## src/rtl/fpu_issue_ctrl_pkg.sv

```systemverilog
// Shared definitions for the FPU issue sequencer: op codes, FSM states and
// the per-op latency table that the cycle counter is loaded from.
package fpu_issue_ctrl_pkg;

  localparam int FPUOP_W = 5;
  localparam int LAT_MAX = 15;
  localparam int LAT_W   = $clog2(LAT_MAX + 1);

  typedef enum logic [FPUOP_W-1:0] {
    FADD  = 5'd0,
    FSUB  = 5'd1,
    FMUL  = 5'd2,
    FDIV  = 5'd3,
    FSQRT = 5'd4,
    FSGNJ = 5'd5,
    FCVT  = 5'd6
  } fpuop_e;

  typedef enum logic [1:0] {
    IDLE  = 2'd0,
    RUN   = 2'd1,
    DRAIN = 2'd2,
    DONE  = 2'd3
  } state_e;

  // Cycles from fpu_start to the completion cycle; never 0 and never above
  // LAT_MAX. Unknown codes behave like the shortest op.
  function automatic logic [LAT_W-1:0] fpu_latency(input logic [FPUOP_W-1:0] op);
    case (op)
      FADD, FSUB, FMUL: fpu_latency = LAT_W'(2);
      FDIV:             fpu_latency = LAT_W'(10);
      FSQRT:            fpu_latency = LAT_W'(8);
      FSGNJ:            fpu_latency = LAT_W'(1);
      FCVT:             fpu_latency = LAT_W'(2);
      default:          fpu_latency = LAT_W'(1);
    endcase
  endfunction

endpackage

```

## src/rtl/fpu_issue_ctrl_if.sv

```systemverilog
// Issue, FPU and writeback signals of the exec-stage FPU sequencer.
// master = surrounding pipeline/FPU, slave = the sequencer.
interface fpu_issue_ctrl_if;
  import fpu_issue_ctrl_pkg::*;

  logic               issue_valid;
  logic [FPUOP_W-1:0] issue_fpuop;
  logic [5:0]         issue_rd;
  logic               issue_ready;
  logic               stall;

  logic               fpu_start;
  logic [FPUOP_W-1:0] fpu_op;
  logic               fpu_fin;
  logic [31:0]        fpu_result;

  logic               wb_valid;
  logic               wb_ready;
  logic [5:0]         wb_rd;
  logic [31:0]        wb_result;

  modport master (
    output issue_valid, issue_fpuop, issue_rd, fpu_fin, fpu_result, wb_ready,
    input  issue_ready, stall, fpu_start, fpu_op, wb_valid, wb_rd, wb_result
  );

  modport slave (
    input  issue_valid, issue_fpuop, issue_rd, fpu_fin, fpu_result, wb_ready,
    output issue_ready, stall, fpu_start, fpu_op, wb_valid, wb_rd, wb_result
  );

endinterface

```

## src/rtl/fpu_issue_ctrl_lat_counter.sv

```systemverilog
// Down-counter for FPU latency: load wins over decrement, and it saturates
// at zero so it can never wrap.
module fpu_issue_ctrl_lat_counter #(
  parameter int W = 4
) (
  input  logic         clk,
  input  logic         rstn,
  input  logic         load,
  input  logic [W-1:0] load_val,
  input  logic         dec,
  output logic [W-1:0] cnt,
  output logic         zero
);

  assign zero = (cnt == '0);

  // Counter register: load a new latency or step down towards zero.
  // NOTE: sequential state uses non-blocking (<=) so every flop samples
  // pre-edge values, independent of process evaluation order.
  always_ff @(posedge clk or negedge rstn) begin
    if (!rstn) begin
      cnt <= '0;
    end else if (load) begin
      cnt <= load_val;
    end else if (dec && !zero) begin
      cnt <= cnt - W'(1);
    end
  end

endmodule

```

## src/rtl/fpu_issue_ctrl.sv

```systemverilog
// Sequencer for the multi-cycle FPU: accepts one op at a time, pulses
// fpu_start, times the op with a latency counter, captures the result at
// count zero and holds it for writeback. A flush while the FPU is working
// lets the counter run out (DRAIN) so the FPU is never restarted early.
module fpu_issue_ctrl
  import fpu_issue_ctrl_pkg::*;
(
  input  logic              clk,
  input  logic              rstn,
  input  logic              flush,
  fpu_issue_ctrl_if.slave   bus,
  output logic              busy,
  output logic              err_lat
);

  state_e             state_q, state_d;
  logic [FPUOP_W-1:0] op_q;
  logic [5:0]         rd_q;
  logic [5:0]         wb_rd_q;
  logic [31:0]        wb_res_q;
  logic               start_q;
  logic               err_q;

  logic               accept;
  logic               in_flight;
  logic               capture;
  logic               cnt_zero;
  logic [LAT_W-1:0]   cnt;
  logic [LAT_W-1:0]   lat_load;

  // Ready is held low while reset is asserted so every output reads 0 then.
  assign bus.issue_ready = rstn & ~flush &
                           ((state_q == IDLE) | ((state_q == DONE) & bus.wb_ready));
  assign bus.stall       = bus.issue_valid & ~bus.issue_ready;
  assign accept          = bus.issue_valid & bus.issue_ready;

  assign in_flight = (state_q == RUN) | (state_q == DRAIN);
  assign capture   = (state_q == RUN) & cnt_zero & ~flush;
  assign lat_load  = fpu_latency(bus.issue_fpuop);

  fpu_issue_ctrl_lat_counter #(.W(LAT_W)) u_lat_counter (
    .clk      (clk),
    .rstn     (rstn),
    .load     (accept),
    .load_val (lat_load),
    .dec      (in_flight),
    .cnt      (cnt),
    .zero     (cnt_zero)
  );

  // Next-state logic; sequencing follows the counter, never fpu_fin.
  // NOTE: state_d gets a default before the case so no path leaves it
  // unassigned, which would otherwise infer a latch.
  always_comb begin
    state_d = state_q;
    case (state_q)
      IDLE:    if (accept) state_d = RUN;
      RUN: begin
        if (cnt_zero)   state_d = flush ? IDLE : DONE;
        else if (flush) state_d = DRAIN;
      end
      DRAIN:   if (cnt_zero) state_d = IDLE;
      DONE: begin
        if (flush)             state_d = IDLE;
        else if (bus.wb_ready) state_d = accept ? RUN : IDLE;
      end
      default: state_d = IDLE;
    endcase
  end

  // State register plus op/rd latch, start pulse, result capture and
  // the sticky latency-mismatch flag.
  always_ff @(posedge clk or negedge rstn) begin
    if (!rstn) begin
      state_q  <= IDLE;
      op_q     <= '0;
      rd_q     <= '0;
      wb_rd_q  <= '0;
      wb_res_q <= '0;
      start_q  <= 1'b0;
      err_q    <= 1'b0;
    end else begin
      state_q <= state_d;
      start_q <= accept;
      if (accept) begin
        op_q <= bus.issue_fpuop;
        rd_q <= bus.issue_rd;
      end
      if (capture) begin
        wb_rd_q  <= rd_q;
        wb_res_q <= bus.fpu_result;
      end
      // fin must coincide exactly with the counter reaching zero.
      if (in_flight && (bus.fpu_fin ^ cnt_zero)) err_q <= 1'b1;
    end
  end

  assign bus.fpu_start = start_q;
  assign bus.fpu_op    = op_q;
  assign bus.wb_valid  = (state_q == DONE);
  assign bus.wb_rd     = wb_rd_q;
  assign bus.wb_result = wb_res_q;
  assign busy          = (state_q != IDLE);
  assign err_lat       = err_q;

endmodule

```

## src/flat_wrapper.sv

```systemverilog
// flat-port wrapper written by rule: the top's interface ports become plain ports
module fpu_issue_ctrl_flat import fpu_issue_ctrl_pkg::*;
  (clk, rstn, flush, busy, err_lat, bus_issue_valid, bus_issue_fpuop, bus_issue_rd, bus_fpu_fin, bus_fpu_result, bus_wb_ready, bus_issue_ready, bus_stall, bus_fpu_start, bus_fpu_op, bus_wb_valid, bus_wb_rd, bus_wb_result);
  fpu_issue_ctrl_if bus_i ();
  input  logic clk;
  input  logic rstn;
  input  logic flush;
  output logic busy;
  output logic err_lat;
  input wire logic [$bits(bus_i.issue_valid)-1:0] bus_issue_valid;
  input wire logic [$bits(bus_i.issue_fpuop)-1:0] bus_issue_fpuop;
  input wire logic [$bits(bus_i.issue_rd)-1:0] bus_issue_rd;
  input wire logic [$bits(bus_i.fpu_fin)-1:0] bus_fpu_fin;
  input wire logic [$bits(bus_i.fpu_result)-1:0] bus_fpu_result;
  input wire logic [$bits(bus_i.wb_ready)-1:0] bus_wb_ready;
  output wire logic [$bits(bus_i.issue_ready)-1:0] bus_issue_ready;
  output wire logic [$bits(bus_i.stall)-1:0] bus_stall;
  output wire logic [$bits(bus_i.fpu_start)-1:0] bus_fpu_start;
  output wire logic [$bits(bus_i.fpu_op)-1:0] bus_fpu_op;
  output wire logic [$bits(bus_i.wb_valid)-1:0] bus_wb_valid;
  output wire logic [$bits(bus_i.wb_rd)-1:0] bus_wb_rd;
  output wire logic [$bits(bus_i.wb_result)-1:0] bus_wb_result;
  assign bus_i.issue_valid = bus_issue_valid;
  assign bus_i.issue_fpuop = bus_issue_fpuop;
  assign bus_i.issue_rd = bus_issue_rd;
  assign bus_i.fpu_fin = bus_fpu_fin;
  assign bus_i.fpu_result = bus_fpu_result;
  assign bus_i.wb_ready = bus_wb_ready;
  assign bus_issue_ready = bus_i.issue_ready;
  assign bus_stall = bus_i.stall;
  assign bus_fpu_start = bus_i.fpu_start;
  assign bus_fpu_op = bus_i.fpu_op;
  assign bus_wb_valid = bus_i.wb_valid;
  assign bus_wb_rd = bus_i.wb_rd;
  assign bus_wb_result = bus_i.wb_result;
  fpu_issue_ctrl u_core (.clk(clk), .rstn(rstn), .flush(flush), .bus(bus_i), .busy(busy), .err_lat(err_lat));
endmodule
```

## config.mk

```make
export PLATFORM = sky130hd
export DESIGN_NAME = fpu_issue_ctrl_flat
export DESIGN_NICKNAME = d
export VERILOG_FILES = /design/src/rtl/fpu_issue_ctrl_pkg.sv /design/src/rtl/fpu_issue_ctrl_if.sv /design/src/rtl/fpu_issue_ctrl_lat_counter.sv /design/src/rtl/fpu_issue_ctrl.sv /design/src/flat_wrapper.sv
export SDC_FILE = /design/constraint.sdc
export NUM_CORES = 1
export LEC_CHECK = 0
export CORE_UTILIZATION = 40
export CTS_CLUSTER_DIAMETER = 200
export DETAILED_ROUTE_END_ITERATION = 16
export PLACE_DENSITY_LB_ADDON = 0.1
export SLEW_MARGIN = 20
export SYNTH_ARGS = -nofsm -noshare
export SYNTH_HDL_FRONTEND = slang
export SYNTH_HIERARCHICAL = 1
export SYNTH_SLANG_ARGS = --single-unit
```

## constraint.sdc

```tcl
create_clock -name clk -period 2.24 [get_ports clk]
set_input_delay 0.224 -clock clk [delete_from_list [all_inputs] [get_ports clk]]
set_output_delay 0.224 -clock clk [all_outputs]
set_load 0.01 [all_outputs]
```

# Yosys cells after proc, flatten, opt, wreduce, memory -nomap -nowiden
# Cells that the tools add are included.
# totals
word_cells	55
output_inout_bits	49
input_bits	49
ff_bits	57
# op_classes
add_sub_neg	1
bitwise_logic	12
n_eq_ne	12
reduce_logical	10
n_mux	12
# op_table
op	n
2-to-1 mux 2 bit	7
one-hot mux 4 bit (3 select lines)	1
== test 5 x 2 -> 1 bit, second input constant	2
== test 5 x 3 -> 1 bit, second input constant	2
2-to-1 mux 4 bit	2
one-hot mux 2 bit (4 select lines)	1
bitwise AND 1 bit	7
== test 5 x 1 -> 1 bit, second input constant	1
logical NOT 5 bit	1
== test 2 bit, second input constant	2
logical NOT 4 bit	1
inequality test 2 x 1 -> 1 bit, second input constant	2
AND reduction 4 bit	1
nonzero test 2 bit	2
OR reduction 4 bit	1
subtractor 4 x 1 -> 4 bit, second input constant	1
inequality test 3 x 2 -> 1 bit, second input constant	1
inequality test 3 bit, second input constant	1
== test 2 x 1 -> 1 bit, second input constant	1
logical AND 1 bit	2
logical NOT 2 bit	1
NOT 1 bit	2
bitwise OR 1 bit	2
logical NOT 1 bit	1
other kinds (2)	2

# Depth between registers and ports, before layout
# logic_depth
ltp_word	9
ltp_mapped	8
ltp_nobuf	7

# Hierarchy
# Netlist, hierarchy kept.
# by_module_without_submodules
mod	seq_area_each_um2	cells_each	area_per_inst_um2	instances
fpu_issue_ctrl	1326.3	142	2227.1	1
fpu_issue_ctrl_lat_counter	100.1	27	270.3	1

# Least setup slack after synthesis
# No wires, ideal clock.
# synth_path
kind	reg2reg
start	register u_core.state_q[0]
end	register u_core.u_lat_counter.cnt[1]
period_less_slack_ps	1901
required_time_ps	2160
n_path_buf	2
stages_incl_launch_ff	8
slack_ps	339
arrival_time_ps	1820
setup_ps	80
path_cell_list	dfrtp_1 -> ha_1 -> a21oi_1 -> nor2_2 -> buf_6 -> buf_6 -> or4_1 -> o211ai_2
# synth_via
elab_chain_len	6
elab_cells_between_ends	12
cone_classes	eq/ne: 3; mux: 1; bitwise: 5; reduce/logical: 3
# synth_rtl
element	line	text
start: declaration	fpu_issue_ctrl.sv:16	state_e state_q, state_d;
start signal: assignment	fpu_issue_ctrl.sv:83	state_q <= state_d;
== test 2 bit (*)	--	
net bus_wb_valid	flat_wrapper.sv:20	output wire logic [$bits(bus_i.wb_valid)-1:0] bus_wb_valid;
bitwise AND 1 bit (*)	fpu_issue_ctrl.sv:33	((state_q == IDLE) | ((state_q == DONE) & bus.wb_ready));
bitwise OR 1 bit (*)	fpu_issue_ctrl.sv:33	
bitwise AND 1 bit (*)	fpu_issue_ctrl.sv:32	assign bus.issue_ready = rstn & ~flush &
bitwise AND 1 bit (*)	fpu_issue_ctrl.sv:35	assign accept = bus.issue_valid & bus.issue_ready;
net u_core.accept	fpu_issue_ctrl.sv:24	logic accept;
2-to-1 mux 4 bit or nonzero test 2 bit (tied branches)	--	
end signal: assignment	fpu_issue_ctrl_lat_counter.sv:24	cnt <= load_val;
end signal: assignment	fpu_issue_ctrl_lat_counter.sv:26	cnt <= cnt - W'(1);
end: declaration	fpu_issue_ctrl_lat_counter.sv:11	output logic [W-1:0] cnt,
# Mark *: on every way through the listed nets, which the timed path passes. The rest lies on a longest branch.
# A chain may end at the register's enable or synchronous reset.

# Worst setup path in the final report
# layout_path
start	register u_core.state_q[0]
end	output bus_stall
# layout_via
elab_chain_len	6
elab_cells_between_ends	7
cone_classes	eq/ne: 1; bitwise: 5; reduce/logical: 1
# layout_rtl
element	line	text
== test 2 bit	fpu_issue_ctrl.sv:33	
bitwise AND 1 bit	fpu_issue_ctrl.sv:33	
bitwise OR 1 bit (*)	fpu_issue_ctrl.sv:33	
bitwise AND 1 bit (*)	fpu_issue_ctrl.sv:32	
NOT 1 bit (*)	fpu_issue_ctrl.sv:34	assign bus.stall = bus.issue_valid & ~bus.issue_ready;
bitwise AND 1 bit (*)	fpu_issue_ctrl.sv:34	
end: declaration	flat_wrapper.sv:17	output wire logic [$bits(bus_i.stall)-1:0] bus_stall;
# Every way passes the cells marked *; elsewhere a longest branch is shown, timed or not.

==> reports/results.tsv <==
metric	value	unit
fin_setup_tns	0	ns
ys_top_cells_by_count	57 x dfrtp_1, 41 x mux2_2, 10 x mux2_4	
gp_congestion	0.716	
drive_gt1_frac	0.291	
grt_max_degree	31	
cts_tree	done	
drv_slew	0	
synth_most_common_cell	dfrtp_1	
yosysSeqAreaShare	0.571	
async_reset_ff_frac	1.00	
start_util	0.419	
setup_ws	0.0932	ns
core_area	5960	µm²
post-route-period-util	0.958	
place_hpwl	3.67	mm
power.density	1310	nW/µm²
crit_path_end_kind	output port	
synth_nets	224	
numCtsBuffers	9	
worstHoldStart	u_core/err_lat$_DFFE_PN0P_	
cp.arrival	1.92	ns
maxCapViolations	0	
vdd_drop_max	0.000720	V
crit_fanout	4	
pwr-share-comb	0.457	
seqPwrFrac	0.359	
whs	0.459	ns
viasPerCell	4.77	
final_nets	334	
cts_buffer_depth	2	
yosys_most_used_dff	dfrtp_1	
drt_wl_total	5.08	mm
io_buffers	97	
first_iter_violations	39	
critPathMaxStageDelay	0.53	ns
vias	1703	
hold_violations	0	
period_needed	2.15	ns
p_int	3.47	mW
die_w	81.0	µm
grt_overflow_total	0	
dr.pass1.iters	4	
ant_nets	0	
cp_top_family	buffers and inverters	
diodes	0	
synth_area	2500	µm²
finalSetupViolCount	0	
syn_avg_cell_area	14.8	µm²
clockRootBuffer	clkbuf_8	
drc	0	
leakagePower	1.69	nW
criticalPathCategory	reg2out	
switching_share	0.299	
netlist_top_cells_area	dfrtp_1 57%, mux2_2 18%, mux2_4 6.0%	
post-place-ws	0.274	ns
floorplan.rows	28	
max_freq	466	MHz
die_h	81.0	µm
hold_path.class	reg2reg	
yosysTopAreaCell	dfrtp_1	
area_growth_syn_to_layout	51.8	%
crit_required	2.02	ns
antenna_found_initial	0	
ys_warn_count	6	
critPathBufInv	1	
rsz0062_at_grt	false	
r2r_start	u_core/u_lat_counter/cnt[0]$_DFFE_PN0P_	
die_area	6560	µm²
grt_pass1_vias	1681	
n_fill_cell	477	
dpl.cell_count	342	
clk_pin_slew	0.06	ns
report.power.total	4.95	mW
synth_cell_types	37	
clockPowerShare	0.184	
post_drt_wl_per_cell	14.2	µm
grt.total_usage	0.165	
synth_edf_count	0	
start_kind	flop	
htreeDepth	3	
p_sw	1.48	mW
yosysTopAreaCellShare	0.571	
ys_ff_latch	57	
crit_slowest_cell	clkdlybuf4s50_1	
critPathLaunch	u_core/state_q[0]$_DFFE_PN0P_	
instances_no_fill	357	
crit_chain	ha_1 > a21oi_4 > nor3b_2 > nor2b_1 > clkdlybuf4s50_1	
io_pins	98	
postSynthCellCount	169	
grt_pass1_wl	7.91	mm
clk_latency	0.32	ns
status	completed	
cts.sinks	57	
finClkSkew	0.00473	ns
## cell usage in the layout (no fill, tap or decap), types with 3 or more instances in the layout
master and count:
o21ai_0 3, clkbuf_8 10, mux2_4 10, clkdlybuf4s50_1 95
dfrtp_1 57, ha_1 5, mux2_2 41, inv_1 9
nand2_1 5, buf_4 5
## power groups by stage
stage / clock [mW] / combinational [mW] / sequential, mW
after floorplan: 0 / 0.975 / 1.94
after global placement: 0 / 2.21 / 1.79
after detailed placement: 0 / 2.24 / 1.79
after CTS: 0.947 / 2.26 / 1.78
after global routing: 0.982 / 2.44 / 1.83
final: 0.911 / 2.26 / 1.77
## final cells by class
class / instances / area [µm²] / share of cell area
clock inverters: 3 / 42.5 / 0.0112
flip-flops and latches: 57 / 1430 / 0.376
repair buffers: 105 / 1050 / 0.278
multi-input cells: 97 / 1000 / 0.264
well taps: 75 / 93.8 / 0.0248
inverters: 9 / 33.8 / 0.00891
clock buffers: 11 / 141 / 0.0373
## per-stage QoR
step	util	cell area (µm²)
after floorplan	-	2500
after global placement	0.601	3580
after detailed placement	0.601	3580
after CTS	0.634	3780
after global routing	0.637	3790
final	0.637	3790
## worst reg2reg max path: stages (launching register included)
cell      delay (ns)
dfrtp_1         0.41
inv_1           0.07
ha_1            0.19
nor3b_2         0.33
nand3b_4        0.29
buf_12          0.24
mux2_4          0.31
## layer usage
metal / up-vias / share of wire / GRT usage
met5: - / 0 / 0
met1: 822 / 0.45 / 0.224
met4: 0 / 0.013 / 0.0696
met2: 60 / 0.47 / 0.230
met3: 8 / 0.075 / 0.0697
li1: 813 / - / -
## final timing paths
check | slack (ns) | cells past startpoint | endpoint
min in group asynchronous | 0.49 | 3 | u_core/bus.wb_result[19]$_DFFE_PN0P_
max reg2reg | 0.28 | 6 | u_core/bus.wb_result[2]$_DFFE_PN0P_
min reg2reg | 0.46 | 1 | u_core/err_lat$_DFFE_PN0P_
max in group asynchronous | 1.45 | 3 | u_core/bus.wb_result[21]$_DFFE_PN0P_
max | 0.09 | 5 | bus_stall
min | 0.46 | 1 | u_core/err_lat$_DFFE_PN0P_
## state kept, by name, summed over array words and instances, names as in the netlist
register,cells
u_core/bus.fpu_op,5
u_core/bus.fpu_start,1
u_core/bus.wb_rd,6
u_core/bus.wb_result,32
u_core/err_lat,1
u_core/rd_q,6
u_core/state_q,2
u_core/u_lat_counter/cnt,4
## kinds of logic after synthesis
group,count (synthesis),share of synthesized area
muxes,51,0.245
DFF,57,0.571
AOI/OAI and AO/OA,18,0.0546
buffers and inverters,15,0.0356
xor gates and xnor gates,1,0.00351
and+or+nand+nor,20,0.0586
adders and majority gates,6,0.0301
other,1,0.00150
## what timing repair did
item | 4_1_cts | 5_1_grt
gates resized for setup | 2 | 3
endpoints found under the hold margin | 57 | 0
buffers inserted | 0 | 0
endpoints found under the setup margin | 2 | 1
hold buffers | 1 | 0
No activity file was read; power rests on OpenSTA's default activity.
==> RTL change 1 (same settings) <==
The package constant `LAT_MAX` goes from 15 to 16.
--- a/src/rtl/fpu_issue_ctrl_pkg.sv
+++ b/src/rtl/fpu_issue_ctrl_pkg.sv
@@ -5,3 +5,3 @@
   localparam int FPUOP_W = 5;
-  localparam int LAT_MAX = 15;
+  localparam int LAT_MAX = 16;
   localparam int LAT_W   = $clog2(LAT_MAX + 1);
Check against the original RTL: same outputs for any inputs over 10 cycles, from zero or initial values and one cycle with rstn low; that may be too few to reach the edited logic, so the function may still have changed.
==> RTL change 1 against the unedited design <==
- synthesized area rose by 1.4%
- sequential cell count rose by 1
- routed wire length grew 3.9%
- worst setup slack better by 0.095 ns
- clock power is 0.9% lower
- critical path depth is 3 higher
- count of clock-buffer cells in the layout is 1 higher
- largest cell class unchanged
- highest routed layer unchanged
- final area rose by 0.79%
- via count is 1.7% higher
- power shrank 5.7%
==> RTL change 1: results (changes against the unedited design) <==
Pleak -> 1.77 nW (+4.5%)
Clock Skews -> 0.00942 ns (+0.00470 ns)
Nonclk buf count -> 103 (-1.9%)
Int Pwr -> 3.26 mW (-6.0%)
Placed cell count -> 346 (+1.2%)
Setup slack, reg-to-reg -> 0.19 ns (-0.09 ns)
Vias in the first global route -> 1,758 (+4.6%)
Post-Syn Instances -> 174 (+3.0%)
Multi-input gate area -> 1020 um2 (+2.0%)
DR iter-0 viols -> 40 (+2.6%)
Yosys reg bits -> 58 (+1.8%)
Non-Filler Instances -> 363 (+1.7%)
Mux cell area share after synthesis -> 0.242 (-0.00327)
Status -> complete, no violations
Crit path DAT -> 2.27 ns (+0.35 ns)
Largest net degree at the start of global routing -> 40 (+29%)
Placed cell area -> 3600 um2 (+0.49%)
CP delay by family, top -> simple AND/OR/NAND/NOR gates
Sequential fraction of design power -> 0.375 (+0.016)
Max stage delay cell, worst path -> or4b_4
WL met3 -> 603 um (+58%)
Max stage delay on crit path -> 0.51 ns (-0.02 ns)
First-pass GRT wire length -> 8470 um (+7.1%)
Via-to-Cell Ratio -> 4.77 (about the same)
Drt wl/cell -> 14.5 um (+2.2%)
Metal-1 WL -> 2440 um (+7.3%)
Sequential share of cell area -> 0.380 (+0.00359)
Worst setup path endpoint -> u_core/state_q[1]
Compound-Gate Fraction of Synth Area -> 0.0593 (+0.00471)
Final HPWL DP -> 3620 um (-1.5%)
#MultiIn Comb -> 102 (+5.2%)
Share of cells above drive strength 1 -> 0.295 (+0.00436)
Wire length on met2 -> 2160 um (-8.5%)
Register area -> 1450 um2 (+1.8%)
Sequential area share after synthesis -> 0.573 (+0.00226)
## RTL change 1: timing repair
item                                    4_1_cts  5_1_grt
hold buffers                                  1        0
endpoints found under the setup margin        2        3
endpoints found under the hold margin        58        0
gates resized for setup                       2        5
## RTL change 1: worst min path at each step
| stage | startpoint | endpoint | slack, ns | cells past startpoint |
|---|---|---|---|---|
| after floorplan | rstn | u_core/bus.fpu_op[0] | -0.07 | 0 |
| after global placement | rstn | u_core/bus.wb_result[15] | 0.31 | 2 |
| after detailed placement | rstn | u_core/state_q[1] | 0.30 | 2 |
| after CTS | u_core/err_lat | u_core/err_lat | 0.46 | 1 |
| after global routing | u_core/err_lat | u_core/err_lat | 0.47 | 1 |
| final | u_core/err_lat | u_core/err_lat | 0.46 | 1 |
## RTL change 1: routing by layer
| layer | GRT usage | up-vias |
|---|---|---|
| met5 | 0 | - |
| met4 | 0.0911 | 0 |
| met3 | 0.0822 | 8 |
| met2 | 0.230 | 64 |
| met1 | 0.235 | 838 |
| li1 | - | 822 |
==> RTL change 2 (same settings) <==
Without the edit above. Re-encode `state_e` (4 states) as one-hot, 4 bits wide.
--- a/src/rtl/fpu_issue_ctrl_pkg.sv
+++ b/src/rtl/fpu_issue_ctrl_pkg.sv
@@ -18,7 +18,7 @@
 
-  typedef enum logic [1:0] {
-    IDLE  = 2'd0,
-    RUN   = 2'd1,
-    DRAIN = 2'd2,
-    DONE  = 2'd3
+  typedef enum logic [3:0] {
+    IDLE  = 4'b0001,
+    RUN   = 4'b0010,
+    DRAIN = 4'b0100,
+    DONE  = 4'b1000
   } state_e;
Check against the original RTL: same outputs for any inputs over 10 cycles, from zero or initial values and one cycle with rstn low; not proved beyond that.
==> RTL change 2 against the unedited design <==
- sequential share of layout area grew 1.1 points
- synthesized area grew 0.35%
- final area grew 0.79%
- routed wire length grew 4.7%
- sequential cell count grew 2
- worst setup slack lost 0.015 ns
- clock skew grew 0.0017 ns
- critical path type unchanged
- largest cell class unchanged
Power is not compared: it rests on default switching activity, and its combinational part moved more than twofold at a synthesized area within 25%.
==> RTL change 2: results (changes against the unedited design) <==
Status -> complete, no violations
Multi-input gate area -> 970 um2 (-3.1%)
Number of synthesized flops with an enable pin -> 0 (unchanged)
Metal-1 WL -> 2310 um (+2.0%)
Vias -> 1,792 (+5.2%)
Antenna fix cells -> 0 (unchanged)
Critical Path Source Type -> flop
TritonRoute pass-1 iters -> 4 (unchanged)
Nets -> 335 (+0.30%)
Final HPWL DP -> 3650 um (-0.69%)
Top_reg_cell synth -> dfrtp_1
Worst-path clk slew -> 0.06 ns (about the same)
Antenna violations before repair -> 0 (unchanged)
Ranking of synthesized cells by area -> dfrtp_1 58%, mux2_2 18%, mux2_4 5.4%
Syn_nets -> 226 (+0.89%)
Share of cells above drive strength 1 -> 0.279 (-0.0115)
Largest net degree at the start of global routing -> 60 (+94%)
Clock Skews -> 0.00638 ns (+0.00165 ns)
Critical path peak fanout -> 6 (+2)
Clock Root Buffer -> clkbuf_8
CP delay by family, top -> simple AND/OR/NAND/NOR gates
Synth top cells by count -> 58 x dfrtp_1, 40 x mux2_2, 9 x mux2_4, 7 x nand2_1, 6 x inv_1
Pre-CTS setup slack -> 0.00228 ns (-0.272 ns)
Setup slack, reg-to-reg -> 0.34 ns (+0.06 ns)
Synth cell types -> 40 (+8.1%)
IO Port Bufs -> 97 (unchanged)
Async set or reset register ratio after synthesis -> 1.00 (unchanged)
Max stage delay cell, worst path -> or4b_4
Yosys warns -> 6 (unchanged)
Final hold slack -> 0.111 ns (-0.348 ns)
Post-CTS setup buffers -> 0 (unchanged)
Clk_lat worst skew -> 0.33 ns
Total CTS buffers -> 9 (unchanged)
GP Congestion -> 0.787 (+9.9%)
Max reg flops -> 32 (unchanged)
Detailed Route WL -> 5320 um (+4.7%)
Pleak -> 1.81 nW
First-pass GRT wire length -> 8570 um (+8.3%)
DR iter-0 viols -> 34 (-13%)
CTS max path bufs -> 2 (unchanged)
Wire length on met2 -> 2390 um (+1.3%)
Hold Crit Class -> input pin to asynchronous set/reset pin
Top Metal Used -> met4
Placed cell area -> 3590 um2 (+0.31%)
Crit path DAT -> 1.94 ns (+0.02 ns)
Sequential area share after synthesis -> 0.590 (+0.0185)
Worst-margin pin slew -> 0.734 ns
Max stage delay on crit path -> 0.50 ns (-0.03 ns)
Worst VDD drop -> 0.000433 V
GR Util All Layers -> 0.182 (+0.0166)
Fillers -> 475 (-0.42%)
H-tree depth -> 3 (unchanged)
WL met3 -> 558 um (+46%)
Vias in the first global route -> 1,789 (+6.4%)
## RTL change 2: layer usage
layer,track usage,vias up
met5,0,-
met4,0.0536,0
met3,0.107,8
met2,0.271,68
met1,0.222,872
li1,-,844
## RTL change 2: path summary, 6_finish.rpt
kind,startpoint,endpoint,depth (start not counted)
setup / recovery,u_core/state_q[2],bus_stall,4
hold / removal,rstn,u_core/bus.wb_rd[2],2
setup reg to reg,u_core/state_q[2],u_core/u_lat_counter/cnt[3],5
hold reg to reg,u_core/err_lat,u_core/err_lat,1
max in group asynchronous,rstn,u_core/state_q[2],2
min in group clk,u_core/err_lat,u_core/err_lat,1
## RTL change 2: logic make-up after synthesis
group | Yosys count | synth area share
flops | 59 | 0.590
mux | 49 | 0.234
simple gates | 33 | 0.0834
compound gates | 20 | 0.0584
buf+inv | 12 | 0.0250
fa+ha+maj | 1 | 0.00499
other cells | 1 | 0.00150
xor+xnor | 1 | 0.00350
## RTL change 2: power breakdown
part           internal (mW)  switching (mW)
Clock                  0.681           0.403
Sequential              1.16          0.0569
Combinational          0.289           0.153
## RTL change 2: per-stage QoR
stage	utilization	cells	total power [mW]
2_1_floorplan	-	176	1.42
3_3_place_gp	0.599	349	1.67
3_5_place_dp	0.599	349	1.68
4_1_cts	0.638	365	2.78
5_1_grt	0.638	365	2.89
6_report	0.638	365	2.74
## RTL change 2: repair_timing
| item | in CTS | in global routing |
|---|---|---|
| gates resized for setup | 2 | 1 |
| pin swaps | 0 | 0 |
| endpoints found under the setup margin | 2 | 1 |
## RTL change 2: layout make-up
type	count	share of cell area
inverters	6	0.00589
multi-input cells	105	0.254
repair buffers	104	0.269
clock buffers	11	0.0396
well taps	75	0.0246
clock inverters	5	0.0196
flip-flops and latches	59	0.387
